File: src/rtl/banco_write_arbiter.sv
// banco_write_arbiter: two-requester round-robin write-port arbiter for the
// 32x32 register bank. Grants at most one write beat per cycle, registers it,
// and drives the bank write port for exactly one cycle per accepted beat.
//
// Optional feature macro: BANCO_ZERO_GUARD_EN
//   defined   -> beats targeting r0 are consumed but never written
//   undefined -> r0 is written like any other register
//
// Handshake: a beat transfers on a rising edge where reqN_valid & reqN_ready
// are both 1. Ready is combinational from the valids, hold and last_grant, is
// never high while hold=1, and at most one ready is high per cycle. A
// requester keeps rg/data stable from raising valid until its beat transfers.
//
// The only arbitration state is last_grant, exported directly as a port so it
// can be observed and checked.
module banco_write_arbiter #(
  parameter int CNT_W = 16
) (
  input  logic             clk,
  input  logic             rst,
  input  logic             hold,
  input  logic             req0_valid,
  input  logic [4:0]       req0_rg,
  input  logic [31:0]      req0_data,
  output logic             req0_ready,
  input  logic             req1_valid,
  input  logic [4:0]       req1_rg,
  input  logic [31:0]      req1_data,
  output logic             req1_ready,
  output logic [4:0]       WriteRg,
  output logic [31:0]      WriteData,
  output logic             RegWrite,
  output logic             last_grant,
  output logic [CNT_W-1:0] wr_count
);

  logic        accept;
  logic [4:0]  sel_rg;
  logic [31:0] sel_data;
  logic        do_write;

  // Round-robin ready generation: on a tie the requester that did not win last goes.
  always_comb begin
    req0_ready = 1'b0;
    req1_ready = 1'b0;
    if (!hold) begin
      if (req0_valid && req1_valid) begin
        req0_ready = last_grant;
        req1_ready = ~last_grant;
      end else begin
        req0_ready = req0_valid;
        req1_ready = req1_valid;
      end
    end
  end

  // Winning beat selection and decision whether it reaches the bank.
  always_comb begin
    accept   = req0_ready | req1_ready;
    sel_rg   = req1_ready ? req1_rg   : req0_rg;
    sel_data = req1_ready ? req1_data : req0_data;
`ifdef BANCO_ZERO_GUARD_EN
    do_write = accept && (sel_rg != 5'd0);
`else
    do_write = accept;
`endif
  end

  // Output stage: one-cycle write pulse with the registered beat.
  always_ff @(posedge clk or posedge rst) begin
    if (rst) begin
      RegWrite  <= 1'b0;
      WriteRg   <= 5'd0;
      WriteData <= 32'd0;
    end else begin
      RegWrite <= do_write;
      if (do_write) begin
        WriteRg   <= sel_rg;
        WriteData <= sel_data;
      end
    end
  end

  // Arbitration state: remembers the most recent winner; reset favours requester 0.
  always_ff @(posedge clk or posedge rst) begin
    if (rst) begin
      last_grant <= 1'b1;
    end else if (accept) begin
      last_grant <= req1_ready;
    end
  end

  // Count issued write pulses, wrapping naturally at 2^CNT_W.
  always_ff @(posedge clk or posedge rst) begin
    if (rst) begin
      wr_count <= '0;
    end else if (RegWrite) begin
      wr_count <= wr_count + 1'b1;
    end
  end

endmodule

File: config.mk
export PLATFORM = sky130hd
export DESIGN_NAME = banco_write_arbiter
export DESIGN_NICKNAME = d
export VERILOG_FILES = /design/src/rtl/banco_write_arbiter.sv
export SDC_FILE = /design/constraint.sdc
export NUM_CORES = 1
export LEC_CHECK = 0
export ABC_CLOCK_PERIOD_IN_PS = 3200
export BUFFER_PORTS_ARGS = -buffer_cell sky130_fd_sc_hd__buf_2
export CAP_MARGIN = 20
export CORE_MARGIN = 2
export CORE_UTILIZATION = 48
export DETAILED_ROUTE_END_ITERATION = 7
export PLACE_DENSITY = 0.85
export SLEW_MARGIN = 20
export SYNTH_ARGS = -nofsm -noshare
export SYNTH_HDL_FRONTEND = slang
export SYNTH_SLANG_ARGS = --single-unit
File: constraint.sdc
create_clock -name clk -period 3.2 [get_ports clk]
set_input_delay 0.32 -clock clk [delete_from_list [all_inputs] [get_ports clk]]
set_output_delay 0.32 -clock clk [all_outputs]
set_load 0.05 [all_outputs]
Yosys cells after proc, flatten, opt, wreduce, memory -nomap -nowiden --
Cells that the tools add are included.
Storage, ports and cells: output and inout port bits 57, bits of input ports 79, register bits 55, logic and storage cells 15
Operators by class: bitwise gates (word level) 2, reductions and logical operators 1, add/sub/neg operators 1, multiplexer cells 6
Operator list (number):
- $mux 32 | 1
- $add 16x1->16 const B | 1
- $mux 5 | 1
- $mux 1 | 4
- $logic_and 1x1->1 | 1
- $not 1->1 | 1
- $or 1x1->1 | 1

Depth between registers and ports, before layout --
depth in word-level cells 4, depth in mapped cells 6, mapped depth without buffers 5

Worst setup path before layout --
OpenSTA, ideal clock, no wires.
kind register to register, start reg RegWrite, end reg wr_count[11], data required time 3.118 ns, cell stages (with the launch flop) 5, slack 1.500 ns, arrival time 1.618 ns, clock period less this slack 1.700 ns, buffers on the path 0, setup time 0.082 ns, cell sequence dfrtp_1 nand4_2 or3_4 nor2_2 xor2_1
RTL lines:
- from (decl) | RTL line 32 | output logic RegWrite,
- from (signal assigned) | RTL line 76 | RegWrite <= do_write;
- to (signal assigned) | RTL line 98 | wr_count <= wr_count + 1'b1;
- to (decl) | RTL line 34 | output logic [CNT_W-1:0] wr_count

Worst setup path after layout --
start reg last_grant, end out req1_ready
Between the ends: cells in the longest elaborated chain, start to end 3
Ends and longest elaborated chain:
- from (decl) | RTL line 33 | output logic last_grant,
- from (signal assigned) | RTL line 89 | last_grant <= req1_ready;
- $not 1->1 | RTL line 49 | req1_ready = ~last_grant;
- $mux 1 | RTL line 47 | if (req0_valid && req1_valid) begin
- $mux 1 | RTL line 46 | if (!hold) begin
- to (decl) | RTL line 29 | output logic req1_ready,
No other way between the ends.

==> out/qor.txt <==
outcome: completed
clk_lat worst skew: 0.30 ns
Vias: 2105
Sink Count: 55
placed cells: 425
die area: 0.00575 mm²
# nets final: 442
fin crit share: 62.0%
total congestion overflow: 0
most frequent cells in the layout: 135 x buf_2, 54 x dfrtp_1, 44 x nand2_1, 37 x mux2i_1, 29 x o21ai_0
Reg clk slew, reported paths: 0.09 ns
DRC viols: 0
final hold vios: 0
maximum clock path buffer count: 2
Placer Congestion: 0.786
1st-iter DRT viols: 88
syn_area_per_cell: 10.9 µm²
top cell type's share of synthesized area: 54.5%
Synth warnings: 0
post-DP HPWL: 4.42 mm
Synth Register Bits: 55
worst r2r src: last_grant
H-tree Lvls: 2
Die H: 75.9 µm
post-synth net total: 308
Core Footprint: 0.00504 mm²
CTS root buffer: clkbuf_8
Peak Freq: 504 MHz
Non-Filler Instances: 433
GR Util All Layers: 20.0%
I/O pin cnt: 136
MaxCap Viol Count: 0
Layout Skew: 0.00720 ns
final setup vio count: 0
Worst setup EP type: primary output
Netlist Area Pre-Place: 0.00248 mm²
Worst EP required: 2.88 ns
Setup Buffers After CTS: 0
Final ANT Viol Nets: 0
Power Dens Cells: 602 mW/mm²
commonest non-fill, non-tap cell in the layout: buf_2
Die X: 75.9 µm
maximum VDD drop: 383 µV
post-CTS resize count: 0
hold buffer count at CTS: 0
Worst Hold Class: input pin to async pin
Max-Slew Margin vs Limit: 58.6%
Area growth syn-to-layout: 34.2%
Leakage: 1.72 nW
1st-pass router iterations: 4
Yosys top cell by area: dfrtp_1
Max Slew Vio Count: 0
Row Count: 26
Tightest Pin Transition: 0.621 ns
Final WS setup: 1.22 ns
Initial Util: 49.2%
PortBufs: 135
ranking of synthesized cells by area: dfrtp_1 55%, mux2i_1 15%, nand2_1 6.7%, o21ai_0 6.1%, xnor2_1 3.9%
number of distinct library cells after synthesis: 25
CP Launch Point: last_grant
Crit Path Category: flop to primary output
vias in the first global route: 1911
CTS buffer count: 5
first-pass GRT wire length: 8.69 mm
antenna violations before repair: 0
Tot Pwr: 2.00 mW
DR WL/cell: 13.1 µm
share of cells above drive strength 1: 41.9%
Seq/Total Area, Yosys: 55.6%
pre-CTS setup slack: 1.37 ns
Worst setup SP type: flop
final wirelength: 5.66 mm
WP data arrival: 1.66 ns
DR vias/cell: 4.86
RSZ-0062 raised after global routing: no
setup_tns: 0 ns
CTS tree: done
fin crit period: 1.98 ns
Syn Inst Count: 228
largest net degree at the start of global routing: 77
CP max FO: 9
# diodes: 0
fin util: 66.0%
==> metal layers <==
metal / routed length (µm) / vias up / track usage, %
li1: - / 1041 / -
met1: 2350 / 971 / 25.7
met2: 2810 / 87 / 33.5
met3: 450 / 6 / 5.69
met4: 51 / 0 / 4.68
met5: 0 / - / 0
==> worst max-delay path, stage by stage, from the launching register on <==
cell      delay, ns
dfstp_2        0.41
a211oi_4       0.58
buf_2          0.38
==> logic make-up (layout without fill, tap and decap cells) <==
| family | count (synthesis) | in the layout | synth area share (%) |
|---|---|---|---|
| AO/OA/AOI/OAI | 41 | 41 | 8.88 |
| XOR/XNOR | 15 | 15 | 5.30 |
| adder cells (fa/ha/maj) | 1 | 1 | 0.505 |
| buffers and inverters | 17 | 152 | 3.58 |
| flip-flops | 55 | 55 | 55.6 |
| multiplexers | 38 | 38 | 15.4 |
| AND/OR/NAND/NOR | 61 | 61 | 10.8 |
==> through the flow <==
step	hold WS (ns)	cell area [µm²]
6_report	0.0472	3330
5_1_grt	0.0762	3330
4_1_cts	0.0603	3330
3_5_place_dp	0.394	3250
3_3_place_gp	0.456	3230
2_1_floorplan	0.502	2480
==> path summary, 6_finish.rpt <==
path                           endpoint  slack, ns  cells after the start
hold / removal              wr_count[5]       0.05                      2
setup / recovery             req1_ready       1.22                      2
setup reg to reg             WriteRg[1]       1.44                      4
min in group clk           WriteData[3]       0.29                      3
max in group asynchronous    last_grant       2.54                      3
hold reg to reg            wr_count[15]       0.47                      1
==> Yosys cell counts <==
library cell and instances:
nand4_2 1, mux2i_1 37, xor2_1 4, o21ai_0 30, nand3_1 4, xnor2_1 11, clkbuf_1 3, o21ai_1 8
dfrtp_1 54, nor2_1 4, nand4_1 5, inv_1 5, nor2_2 1, a21o_1 1, nand2_1 44, mux2_2 1
buf_2 5, buf_6 1, buf_4 3, dfstp_2 1, nor3_1 1, or3_4 1, o211a_1 1, a211oi_2 1
ha_1 1
==> power by group <==
part	total, mW	switching, mW	internal [mW]
combinational	0.747	0.548	0.199
clock	0.361	0.204	0.156
sequential	0.895	0.0946	0.800
total	2.00	0.848	1.16
==> sequential cells by signal, summed over array words and instances, names as in the netlist <==
| name | cells |
|---|---|
| WriteData | 32 |
| wr_count | 16 |
| WriteRg | 5 |
| last_grant | 1 |
| RegWrite | 1 |
==> final cells by class <==
class | count | area, µm²
Clock buffer | 8 | 80.1
Fill cell | 409 | 1720
Inverter | 5 | 18.8
Multi-Input combinational cell | 156 | 1030
Sequential cell | 55 | 1380
Tap cell | 70 | 87.6
Timing Repair Buffer | 139 | 731
No activity file was read; power rests on OpenSTA's default activity.
